File: src/rtl/btb_pkg.sv
// Shared defaults, entry layout and PC field helpers for the branch target buffer.
// Index is pc[IDX_W+1:2] and tag is pc[PC_W-1:IDX_W+2]. Bits [1:0] never take part.
package btb_pkg;

    localparam int BTB_ENTRIES  = 16;
    localparam int BTB_PC_W     = 32;
    localparam int BTB_CNT_W    = 32;
    localparam int BTB_IDX_W    = $clog2(BTB_ENTRIES);
    localparam int BTB_TAG_W    = BTB_PC_W - BTB_IDX_W - 2;
    localparam int BTB_PC_MAX_W = 64;

    typedef struct packed {
        logic                 valid;
        logic [BTB_TAG_W-1:0] tag;
        logic [BTB_PC_W-1:0]  target;
    } btb_entry_t;

    // Helpers work on a zero-extended PC so any PC_W up to 64 can share them.
    // Callers truncate the result to their own index or tag width.
    function automatic logic [BTB_PC_MAX_W-1:0] btb_idx(input logic [BTB_PC_MAX_W-1:0] pc,
                                                        input int idx_w);
        return (pc >> 2) & ((BTB_PC_MAX_W'(1) << idx_w) - BTB_PC_MAX_W'(1));
    endfunction

    function automatic logic [BTB_PC_MAX_W-1:0] btb_tag(input logic [BTB_PC_MAX_W-1:0] pc,
                                                        input int idx_w);
        return pc >> (idx_w + 2);
    endfunction

endpackage

File: src/rtl/btb_sat_counter.sv
// Saturating event counter with synchronous active-high reset.
// The count sticks at all-ones instead of wrapping.
module btb_sat_counter #(
    parameter int W = 32
) (
    input  logic         i_clk,
    input  logic         i_rst,
    input  logic         i_inc,
    output logic [W-1:0] o_cnt
);

    logic [W-1:0] cnt_q;

    // NOTE: state is written only with <= in always_ff. Reset has priority over increment.
    always_ff @(posedge i_clk) begin
        if (i_rst) begin
            cnt_q <= '0;
        end else if (i_inc && (cnt_q != '1)) begin
            cnt_q <= cnt_q + 1'b1;
        end
    end

    assign o_cnt = cnt_q;

endmodule

File: src/rtl/branch_target_buffer.sv
// Direct-mapped branch target buffer: zero-latency next-PC lookup in fetch, and
// mispredict detection, table update and statistics at branch resolution in EX.
module branch_target_buffer
    import btb_pkg::*;
#(
    parameter int ENTRIES = BTB_ENTRIES,
    parameter int PC_W    = BTB_PC_W,
    parameter int CNT_W   = BTB_CNT_W
) (
    input  logic             i_clk,
    input  logic             i_rst,
    input  logic [PC_W-1:0]  i_if_pc,
    input  logic             i_prediction,
    output logic             o_btb_hit,
    output logic [PC_W-1:0]  o_pred_target,
    output logic [PC_W-1:0]  o_next_pc,
    output logic             o_pred_taken,
    input  logic             i_ex_valid,
    input  logic [PC_W-1:0]  i_ex_pc,
    input  logic             i_ex_taken,
    input  logic [PC_W-1:0]  i_ex_target,
    input  logic             i_ex_pred_taken,
    input  logic [PC_W-1:0]  i_ex_pred_target,
    input  logic             i_flush_all,
    output logic             o_mispredict,
    output logic [PC_W-1:0]  o_redirect_pc,
    output logic [CNT_W-1:0] o_branch_cnt,
    output logic [CNT_W-1:0] o_mispred_cnt
);

    localparam int IDX_W = $clog2(ENTRIES);
    localparam int TAG_W = PC_W - IDX_W - 2;

    typedef struct packed {
        logic             valid;
        logic [TAG_W-1:0] tag;
        logic [PC_W-1:0]  target;
    } entry_t;

    entry_t entries_q [ENTRIES];

    logic [IDX_W-1:0] if_idx;
    logic [TAG_W-1:0] if_tag;
    logic [IDX_W-1:0] ex_idx;
    logic [TAG_W-1:0] ex_tag;
    entry_t           rd_entry;
    logic [PC_W-1:0]  if_seq_pc;
    logic [PC_W-1:0]  ex_expected_pc;
    logic             table_we;

    assign if_idx = IDX_W'(btb_idx(BTB_PC_MAX_W'(i_if_pc), IDX_W));
    assign if_tag = TAG_W'(btb_tag(BTB_PC_MAX_W'(i_if_pc), IDX_W));
    assign ex_idx = IDX_W'(btb_idx(BTB_PC_MAX_W'(i_ex_pc), IDX_W));
    assign ex_tag = TAG_W'(btb_tag(BTB_PC_MAX_W'(i_ex_pc), IDX_W));

    // Lookup reads the registered array directly, so a same-cycle update is seen next cycle.
    assign rd_entry      = entries_q[if_idx];
    assign if_seq_pc     = i_if_pc + PC_W'(4);
    assign o_btb_hit     = rd_entry.valid && (rd_entry.tag == if_tag);
    assign o_pred_target = o_btb_hit ? rd_entry.target : '0;
    assign o_pred_taken  = o_btb_hit & i_prediction;
    assign o_next_pc     = o_pred_taken ? rd_entry.target : if_seq_pc;

    // Wrong direction, or taken to a different target than the one fetched.
    assign ex_expected_pc = i_ex_taken ? i_ex_target : (i_ex_pc + PC_W'(4));
    assign o_mispredict   = i_ex_valid &
                            ((i_ex_taken != i_ex_pred_taken) |
                             (i_ex_taken & (i_ex_pred_target != i_ex_target)));
    assign o_redirect_pc  = i_ex_valid ? ex_expected_pc : '0;

    // Not-taken outcomes leave the entry alone; direction belongs to the predictor.
    assign table_we = i_ex_valid & i_ex_taken;

    // NOTE: only the valid bits are reset; tag and target are always qualified by valid,
    // so leaving them unreset lets the array map onto plain storage.
    always_ff @(posedge i_clk) begin
        if (i_rst || i_flush_all) begin
            for (int i = 0; i < ENTRIES; i++) begin
                entries_q[i].valid <= 1'b0;
            end
        end else if (table_we) begin
            entries_q[ex_idx] <= '{valid: 1'b1, tag: ex_tag, target: i_ex_target};
        end
    end

    btb_sat_counter #(.W(CNT_W)) u_branch_cnt (
        .i_clk (i_clk),
        .i_rst (i_rst),
        .i_inc (i_ex_valid),
        .o_cnt (o_branch_cnt)
    );

    btb_sat_counter #(.W(CNT_W)) u_mispred_cnt (
        .i_clk (i_clk),
        .i_rst (i_rst),
        .i_inc (o_mispredict),
        .o_cnt (o_mispred_cnt)
    );

endmodule

File: config.mk
export PLATFORM = sky130hd
export DESIGN_NAME = branch_target_buffer
export DESIGN_NICKNAME = d
export VERILOG_FILES = /design/src/rtl/btb_pkg.sv /design/src/rtl/btb_sat_counter.sv /design/src/rtl/branch_target_buffer.sv
export SDC_FILE = /design/constraint.sdc
export NUM_CORES = 1
export LEC_CHECK = 0
export CORE_ASPECT_RATIO = 1.5
export CORE_MARGIN = 8
export CORE_UTILIZATION = 35
export CTS_CLUSTER_SIZE = 28
export DETAILED_ROUTE_END_ITERATION = 10
export SLEW_MARGIN = 10
export SYNTH_ARGS = -nofsm -noshare
export SYNTH_HDL_FRONTEND = slang
export SYNTH_HIERARCHICAL = 1
export SYNTH_SLANG_ARGS = --single-unit
File: constraint.sdc
create_clock -name i_clk -period 14.2 [get_ports i_clk]
set_input_delay 2.13 -clock i_clk [delete_from_list [all_inputs] [get_ports i_clk]]
set_output_delay 2.13 -clock i_clk [all_outputs]
set_load 0.02 [all_outputs]
; Yosys cells after proc, flatten, opt, wreduce, memory -nomap -nowiden
; Memory sizes are Yosys's and may differ from the RTL's.
; Cells that the tools add are included.
[totals]
latch_bits = 0
n_memories = 1
reg_bits = 64
input_bits = 135
mem_bits_ro = 0
ram_bits = 944
[mem_list]
columns = name, words, word_bits, read_ports, rd_ports_with_merged_regs, wr, line_no
row1 = entries_q, 16, 59, 1, 0, 16, branch_target_buffer.sv:40  ; entry_t entries_q [ENTRIES];
[op_classes]
bitwise_logic = 5
eq_ne = 5
n_div = 0
n_mux = 12
n_reduce_logical = 5
shifts = 0
multipliers = 0
addsub = 4
n_lt_le_gt_ge = 0
[op_table]
columns = cell, n
row1 = 32-bit two-way mux, 4
row2 = "32-bit by 1-bit adder with 32-bit output, second input constant", 2
row3 = "32-bit by 3-bit adder with 32-bit output, second input constant", 2
row4 = "32-bit inequality test, second input constant", 2
row5 = 59-bit two-way mux, 1
row6 = 59-bit OR reduction, 1
row7 = 32-bit inequality test, 1
row8 = 26-bit equality test, 1
row9 = 1-bit two-way mux, 5
row10 = 1-bit bitwise AND, 4
row11 = 4-bit two-way mux, 1
row12 = 1-bit logical AND, 3
row13 = 2-bit two-way mux, 1
row14 = 1-bit logical OR, 1
row15 = 1-bit inequality test, 1
row16 = 1-bit bitwise OR, 1

; Logic depth before layout (Yosys ltp)
; Gate-level depths: netlist of run 1.
[logic_depth]
word_depth = 6
mapped_depth = 13
depth_no_buf = 10

; Cells and area by module
; Netlist of run 1, hierarchy kept.
[by_module_without_submodules]
columns = module, cells_each, n_inst, seq_area_each_um2, area_per_inst_um2
row1 = branch_target_buffer, 1951, 1, 28187.0, 39075.0
row2 = btb_sat_counter at u_branch_cnt, 199, 1, 640.6, 1674.1
row3 = btb_sat_counter at u_mispred_cnt, 195, 1, 640.6, 1670.4

; Worst setup path before layout of run 1
; No wires, ideal clock.
[synth_path]
path_type = input-to-reg
startpoint = input i_ex_taken
endpoint = memory entries_q[3][0] (netlist bit) (enable)
setup_time_ns = 0.548
path_stages = 4
path_buffers = 1
arrival_ns = 6.790
slack_ns = 6.862
cell_sequence = clkbuf_1 and3_1 nand2_1 nor3_1
[synth_rtl]
columns = item, line_no
row1 = start: declaration, branch_target_buffer.sv:20  ; input logic i_ex_taken,
row2 = end: declaration, branch_target_buffer.sv:40

; Final worst setup path of run 1
[layout_path]
startpoint = input i_if_pc[2]
endpoint = output o_pred_target[2]
[layout_between]
elab_chain_cells = 4
[layout_lines]
columns = item, line_no
row1 = start: declaration, branch_target_buffer.sv:12  ; input logic [PC_W-1:0] i_if_pc,
row2 = memory 16 x 59 bit *, -
row3 = 26-bit equality test, branch_target_buffer.sv:59  ; assign o_btb_hit = rd_entry.valid && (rd_entry.tag == if_tag);
row4 = 1-bit logical AND, branch_target_buffer.sv:59
row5 = 32-bit two-way mux *, branch_target_buffer.sv:60  ; assign o_pred_target = o_btb_hit ? rd_entry.target : '0;
row6 = end: declaration, branch_target_buffer.sv:15  ; output logic [PC_W-1:0] o_pred_target,
; Mark *: on every way between the ends. The rest lies on a longest branch, timed or not.

==> results_dict.tcl, run 1 <==
set metrics [dict create \
    worstPathCellList "buf_8 -> buf_4 -> buf_4 -> mux4_2 -> mux2i_1 -> mux2i_1 -> xnor2_1 -> nor4_1 -> nand4_2 -> or2_2 -> nor3_1 -> clkdlybuf4s50_1" \
    synth-edff-count 928 \
    p_per_area_nw_per_um2 127 \
    slew_headroom 0.139 \
    dp_hpwl_um 83100 \
    hold_ws_ps 457 \
    die_x_um 300 \
    power_leakage_uw 0.0161 \
    via_per_inst 5.61 \
    syn_nets 2487 \
    rsz0062_at_grt "no" \
    num_rows 156 \
    post_cts_buffers 0 \
    critical_path_class "primary input to output pin" \
    cp_top_family "buffers and inverters" \
    tightest_slew_ps 1280 \
    drive_above_1_share 0.200 \
    arrival_ps 7830 \
    cpMaxStageDelayCell "nor3_1" \
    async_flop_share 0 \
    routed_wl_um 131000 \
    drt_iter0_markers 2698 \
    ir_drop_mv 0.0824 \
    grt_pass1_vias 25300 \
    grt_use_total 0.192 \
    antenna_left 0 \
    r2r_cells 6 \
    vias 24400 \
    fin_crit_sh 0.701 \
    cp_max_fo 61 \
    cts_resized 0 \
    crit_path_end_kind "output pin" \
    antenna_found_initial 12 \
    fp.dieH_um 442 \
    final_core_util 0.421 \
    cts_tree "built" \
    cts.sinks 1008 \
    mostFrequentLayoutCells "edfxtp_1, clkdlybuf4s50_1, mux4_2" \
    synth_seq_cells 1008 \
    maxCapViolations 0 \
    cp.depth 12 \
    stdcell_area_sq_um 50600 \
    finalSetupTns_ps 0 \
    dieArea_sq_um 133000 \
    clockBufferDepth 3 \
    final_max_slew_viol_count 0 \
    grt_pass1_wl_um 186000 \
    placed_area_sq_um 47200 \
    clock_skew_ps 25.8 \
    synth_area_leaders "edfxtp_1, mux4_2, dfxtp_1" \
    initial_core_util 0.352 \
    clk_latency_ps 670 \
    cts_root_buffer "clkbuf_16" \
    post-route-min-period_ps 9960 \
    setup_viol 0 \
    worstPathRequired_ps 12070 \
    overflow 0 \
    grt_max_degree 116 \
    synthCells 2345 \
    drtPass1Iterations 5 \
    synth_area_per_cell_sq_um 18.1 \
    ys_seq_area_frac 0.695 \
    ctsHoldBuffers 0 \
    yosys.area.top_type "edfxtp_1" \
    port_buffers 297 \
    cts_made_buffers 99 \
    synth_flop_cell "edfxtp_1" \
    max_freq_mhz 100 \
    holdPathStages 1 \
    start_kind "primary input" \
    layout.nets 2815 \
    cpPeakStageDelay_ps 870 \
    area_growth_pct 19.4 \
    clk_pin_slew_worst_paths_ps 60 \
    finalHoldViolations 0 \
    routedWlPerCell_um 30.2 \
    synth_area_sq_um 42400 \
    ys.warnings.count 6 \
    synth_cell_type_count 79 \
    worst-path-buf-inv 4 \
    place.gp.congestion 0.870 \
    finalNonFillerCells 4341 \
    drc 0 \
    hp-class "register to register" \
    pin_count 298 \
    coreArea_sq_um 120000 \
    netlist.area_leader.share 0.657 \
    outcome "finished clean" \
    final_common_cell "edfxtp_1" \
    h-tree-depth 3 \
    dp.cells 4152 \
]
## cell families after synthesis
| kind of cell | count (synthesis) | share of synthesized area |
|---|---|---|
| compound gates | 206 | 0.0321 |
| buf+inv | 144 | 0.0181 |
| mux | 373 | 0.164 |
| xor+xnor | 128 | 0.0264 |
| fa+ha+maj | 7 | 0.00206 |
| simple gates | 479 | 0.0623 |
| flops | 1008 | 0.695 |
## Yosys cell counts, types with 7 or more instances
master and count:
nand2_1 93, ha_1 7, nor2b_1 19, dfxtp_1 80
mux4_2 243, mux2_2 13, nand4_1 31, edfxtp_1 928
a21oi_1 51, o31ai_1 19, nor4_1 17, clkbuf_1 61
xor2_1 68, buf_2 29, o21ai_0 53, nor3_1 19
buf_1 7, mux2i_1 84, buf_4 10, nand2b_1 11
or4_1 15, o22ai_1 7, or3_1 25, and3_1 16
and4_1 9, a22oi_1 10, and2_1 66, nand3_1 45
nor2_1 82, a21o_1 17, inv_1 18, mux2_4 30
buf_6 15, a22o_1 8, xnor2_1 60
## layout make-up
| cell class | instances | area, sq um |
|---|---|---|
| Clock inverter | 60 | 732 |
| Fill cell | 10500 | 69800 |
| Tap cell | 1580 | 1980 |
| Antenna cell | 6 | 15.0 |
| Clock buffer | 123 | 2680 |
| Timing Repair Buffer | 352 | 3390 |
| Sequential cell | 1008 | 29500 |
| Multi-Input combinational cell | 1193 | 12300 |
| Inverter | 19 | 72.6 |
## registers in the layout, indices dropped and copies added, names as in the netlist
signal	flops
entries_q	944
u_mispred_cnt/o_cnt	32
u_branch_cnt/o_cnt	32
## final timing paths
path,end,from,slack (ps)
hold reg to reg,entries_q[3][58],entries_q[3][58],460
setup / recovery,o_pred_target[2],i_if_pc[2],4240
hold / removal,entries_q[3][58],entries_q[3][58],460
setup reg to reg,u_branch_cnt/o_cnt[21],u_branch_cnt/o_cnt[16],11090
## through the flow
stage	setup slack, ps	power [uW]
CTS	4370	6470
global placement	4450	3750
detailed placement	4400	3760
floorplan	6860	3540
global route	3820	6600
finish	4240	6430
## where the power goes
part	leakage, uW	internal (uW)	total [uW]	switching (uW)
registers	0.00899	3250	3250	4.30
clock network	0.00165	1590	2730	1150
logic	0.00549	176	439	263
total	0.0161	5010	6430	1410
## layer usage
metal	vias up	global-route usage	wire, um
li1	10100	-	-
met1	12900	0.254	52400
met2	1181	0.317	63400
met3	187	0.0462	12100
met4	6	0.0499	3180
met5	-	0	41
No activity file was read; power rests on OpenSTA's default activity.
==> run 2, diff against run 1 <==
- clock period: 14.2 -> 9.2 ns (I/O delays scaled with it)
==> run 2 against run 1 <==
Non-clock buffer count shrank 1. Critical path type unchanged. Sequential cell count is the same. Largest cell class unchanged. Die area is the same. Highest routed layer unchanged.
==> results_dict.tcl, run 2 (same netlist as run 1, synthesis figures left out) <==
set metrics [dict create \
    slew_headroom 0.161 \
    final_common_cell "edfxtp_1" \
    area_growth_pct 19.2 \
    num_rows 156 \
    clock_skew_ps 28.3 \
    cts.sinks 1008 \
    port_buffers 297 \
    tightest_slew_ps 1250 \
    final_max_slew_viol_count 0 \
    cpPeakStageDelay_ps 720 \
    maxCapViolations 0 \
    cts_made_buffers 98 \
    antenna_left 0 \
    routedWlPerCell_um 30.1 \
    cts_resized 0 \
    clk_pin_slew_worst_paths_ps 60 \
    post_cts_buffers 0 \
    max_freq_mhz 131 \
    final_core_util 0.420 \
    dieArea_sq_um 133000 \
    cpMaxStageDelayCell "buf_4" \
    finalHoldViolations 0 \
    crit_path_end_kind "output pin" \
    rsz0062_at_grt "no" \
    worstPathCellList "buf_8 -> buf_4 -> mux4_2 -> mux2i_1 -> mux2i_1 -> xor2_1 -> nor4_2 -> nand4_2 -> nor4_4 -> buf_4 -> mux2i_1 -> clkdlybuf4s50_1" \
    critical_path_class "primary input to output pin" \
    cp_max_fo 83 \
    fin_crit_sh 0.827 \
    largest_register_ffs 944 \
    ir_drop_mv 0.159 \
    overflow 0 \
    setup_viol 0 \
    layout.nets 2813 \
    initial_core_util 0.352 \
    mostFrequentLayoutCells "edfxtp_1, clkdlybuf4s50_1, mux4_2" \
    cts_tree "built" \
    clockBufferDepth 3 \
    hp-class "register to register" \
    antenna_found_initial 23 \
    post-route-min-period_ps 7610 \
    p_per_area_nw_per_um2 193 \
    die_x_um 300 \
    drtPass1Iterations 5 \
    h-tree-depth 3 \
    ctsHoldBuffers 0 \
    grt_pass1_wl_um 184000 \
    worstPathRequired_ps 7820 \
    via_per_inst 5.58 \
    grt_use_total 0.191 \
    clk_latency_ps 660 \
    grt_max_degree 98 \
    start_kind "primary input" \
    outcome "finished clean" \
    timing.critical_path.mode_cell "mux2i_1" \
    cts_root_buffer "clkbuf_16" \
    fp.dieH_um 442 \
    pin_count 298 \
    power_leakage_uw 0.0161 \
    dp_hpwl_um 83300 \
    arrival_ps 6230 \
    routed_wl_um 131000 \
    place.gp.congestion 0.874 \
    drc 0 \
    largest-register "entries_q" \
    drt_iter0_markers 2633 \
    coreArea_sq_um 120000 \
    rrSetupSlack_ps 6040 \
    finalSetupTns_ps 0 \
    grt_pass1_vias 24700 \
    drive_above_1_share 0.198 \
    vias 24200 \
]
## run 2: cell count changes in the layout (fill, tap and decap cells not counted), moves of 2 or more
cell	change
buf_12	+5
clkinvlp_4	-3
inv_16	-2
clkbuf_8	+4
clkbuf_1	-2
clkinv_1	+2
clkinv_2	+5
buf_4	-6
bufinv_16	-4
## run 2: power by group
part / switching (uW) / internal [uW]
clock network: 1720 / 2350
registers: 6.46 / 5020
logic: 402 / 274
## run 2: final timing paths
path,start,endpoint,cells after the start
min,entries_q[10][58],entries_q[10][58],1
max reg2reg,u_branch_cnt/o_cnt[13],u_branch_cnt/o_cnt[21],6
max,i_if_pc[2],o_next_pc[2],12
min reg2reg,entries_q[10][58],entries_q[10][58],1
## run 2: cell type report
class	instances	area, sq um
clock inverter	56	557
tap	1580	1980
multi-input combinational	1193	12300
sequential	1008	29500
fill	10600	69900
antenna	5	12.5
clock buffer	125	2730
inverter	19	72.6
timing repair buffer	351	3440
## run 2: metrics by stage
| step | power, uW | worst slack [ps] | std cells | instance area [sq um] | hold slack [ps] |
|---|---|---|---|---|---|
| 3_3_place_gp | 5790 | 1520 | 4151 | 47300 | 428 |
| 5_1_grt | 10000 | 1270 | 4334 | 50600 | 468 |
| 2_1_floorplan | 5460 | 2610 | 2345 | 42400 | 421 |
| 6_report | 9780 | 1590 | 4337 | 50600 | 451 |
| 4_1_cts | 9850 | 1470 | 4332 | 50600 | 453 |
| 3_5_place_dp | 5800 | 1460 | 4151 | 47300 | 439 |
## run 2: layer usage
layer	vias to the layer above	GRT usage	part of all wire
met5	-	0	0.00026
met4	6	0.0553	0.026
met3	166	0.0409	0.086
met2	1182	0.317	0.48
met1	12700	0.253	0.40
li1	10100	-	-
## run 2: critical path: cells and delay by family
family | cells | cell delay [ps]
XOR/XNOR | 1 | 180
buffers and inverters | 4 | 2340
multiplexers | 4 | 1290
AND/OR/NAND/NOR | 3 | 880
==> run 3, diff against run 2 <==
- clock period: 9.2 -> 7.5 ns (I/O delays scaled with it)
==> run 3 against run 2 <==
Worst setup slack worse by 930 ps. Combinational power is 23% higher. Design area is 0.60% higher. Critical path depth stayed put. Power is 23% higher. Utilization is 0.25 points higher. Count of clock-buffer cells in the layout is 9 lower. Cell count is 0.65% higher. Global-route usage hardly changed. Critical endpoint is now o_pred_target[2]. First-iteration DRC count is 7.9% lower.
==> results_dict.tcl, run 3 (same netlist as run 1, synthesis figures left out) <==
set metrics [dict create \
    grt_pass1_vias 25200 \
    grtUsageMet1 0.251 \
    post-route-min-period_ps 6840 \
    grtUsageMet2 0.323 \
    power.total_uw 12000 \
    clk_pin_slew_worst_paths_ps 60 \
    largest-register "entries_q" \
    p_comb_frac 0.069 \
    start_kind "primary input" \
    clock_skew_ps 12.2 \
    power_switching_share 0.220 \
    hp-class "register to register" \
    cts_made_buffers 98 \
    num_rows 156 \
    final_common_cell "edfxtp_1" \
    maxCapViolations 0 \
    outcome "finished clean" \
    critical_path_class "primary input to output pin" \
    power_switching_uw 2650 \
    initial_core_util 0.352 \
    tightest_slew_ps 1120 \
    die_x_um 300 \
    dp_hpwl_um 85400 \
    p_int_uw 9400 \
    seqCellArea_sq_um 29500 \
    coreArea_sq_um 120000 \
    layout.nets 2843 \
    antenna_found_initial 9 \
    rsz0062_at_grt "no" \
    cp_max_fo 57 \
    routed_wl_um 130000 \
    vias 24100 \
    slew_headroom 0.246 \
    r2r_cells 6 \
    crit_path_end_kind "output pin" \
    pwr-share-seq 0.512 \
    ir_drop_mv 0.172 \
    met3_usage 0.0398 \
    mostFrequentLayoutCells "edfxtp_1, clkdlybuf4s50_1, mux4_2" \
    port_buffers 297 \
    fin_crit_sh 0.912 \
    p_per_area_nw_per_um2 237 \
    pin_count 298 \
    h-tree-depth 3 \
    drtPass1Iterations 5 \
    power_leakage_uw 0.0162 \
    grt.busiest_layer "met2" \
    final_max_slew_viol_count 0 \
    dieArea_sq_um 133000 \
    grt_max_degree 72 \
    clockPowerShare 0.419 \
    final_core_util 0.422 \
    finalHoldViolations 0 \
    place.gp.congestion 0.857 \
    multiInputGateArea_sq_um 12300 \
    drive_above_1_share 0.206 \
    clk_latency_ps 670 \
    largest_register_ffs 944 \
    cts_tree "built" \
    cts.sinks 1008 \
    area_growth_pct 19.9 \
    finalSetupTns_ps 0 \
    ctsHoldBuffers 0 \
    fp.dieH_um 442 \
    drt_iter0_markers 2425 \
    stdcell_area_sq_um 50900 \
    cts_root_buffer "clkbuf_16" \
    max_freq_mhz 146 \
    post_cts_buffers 0 \
    cts_resized 0 \
    grt_use_total 0.192 \
    setup_viol 0 \
    worstPathRequired_ps 6380 \
    clockBufferDepth 3 \
    grt_pass1_wl_um 185000 \
    via_per_inst 5.52 \
    antenna_left 0 \
    arrival_ps 5710 \
    routedWlPerCell_um 29.8 \
    placed_area_sq_um 47600 \
    fillers 10600 \
    holdPathStages 1 \
    overflow 0 \
    drc 0 \
]
-- run 3: cell count changes in the layout (fill, tap and decap cells not counted), moves of 2 or more --
cell / delta
buf_4: +25
clkbuf_8: -6
clkinv_2: -6
buf_12: +5
clkinv_1: +5
clkbuf_1: -3
bufinv_16: +2
clkinv_8: +2
clkinvlp_4: +2
inv_8: +2
-- run 3: path summary, 6_finish.rpt --
check                                         endpoint  slack (ps)                   start
worst max-delay path                  o_pred_target[2]         660              i_if_pc[3]
worst min-delay path                  entries_q[6][58]         450        entries_q[6][58]
worst max register to register  u_branch_cnt/o_cnt[21]        4420  u_branch_cnt/o_cnt[13]
worst min register to register        entries_q[6][58]         450        entries_q[6][58]
-- run 3: power groups by stage --
stage	logic, uW	clock network (uW)	registers (uW)
4_1_cts	843	5130	6160
6_report	833	5050	6160
3_3_place_gp	830	0	6280
2_1_floorplan	420	0	6280
5_1_grt	881	5330	6160
3_5_place_dp	840	0	6280
-- run 3: routing by layer --
layer,wire (um),up-vias
met5,27,-
met4,2800,4
met3,10600,159
met2,63900,1088
met1,52800,12700
li1,-,10200
-- run 3: stage by stage --
stage	cells	hold slack (ps)	setup slack [ps]
after detailed placement	4181	438	732
after floorplan	2345	421	1170
final	4365	453	661
after global placement	4181	427	715
after CTS	4361	452	686
after global routing	4361	469	393
-- run 3: final cells by class --
| class | count | share of cell area |
|---|---|---|
| Timing Repair Buffer | 381 | 0.0734 |
| Clock buffer | 116 | 0.0518 |
| Clock inverter | 64 | 0.0132 |
| Tap cell | 1580 | 0.0389 |
| Antenna cell | 4 | 0.000197 |
| Multi-Input combinational cell | 1193 | 0.242 |
| Sequential cell | 1008 | 0.579 |
| Inverter | 19 | 0.00143 |
-- run 3: worst max-delay path, stage by stage --
cell and delay [ps]:
buf_8 440, buf_4 520, mux4_2 550, mux2i_1 160, mux2i_1 110, xnor2_1 140
nor4_1 570, nand4_2 280, or2_2 370, nor3_1 520, buf_4 250, clkdlybuf4s50_1 610
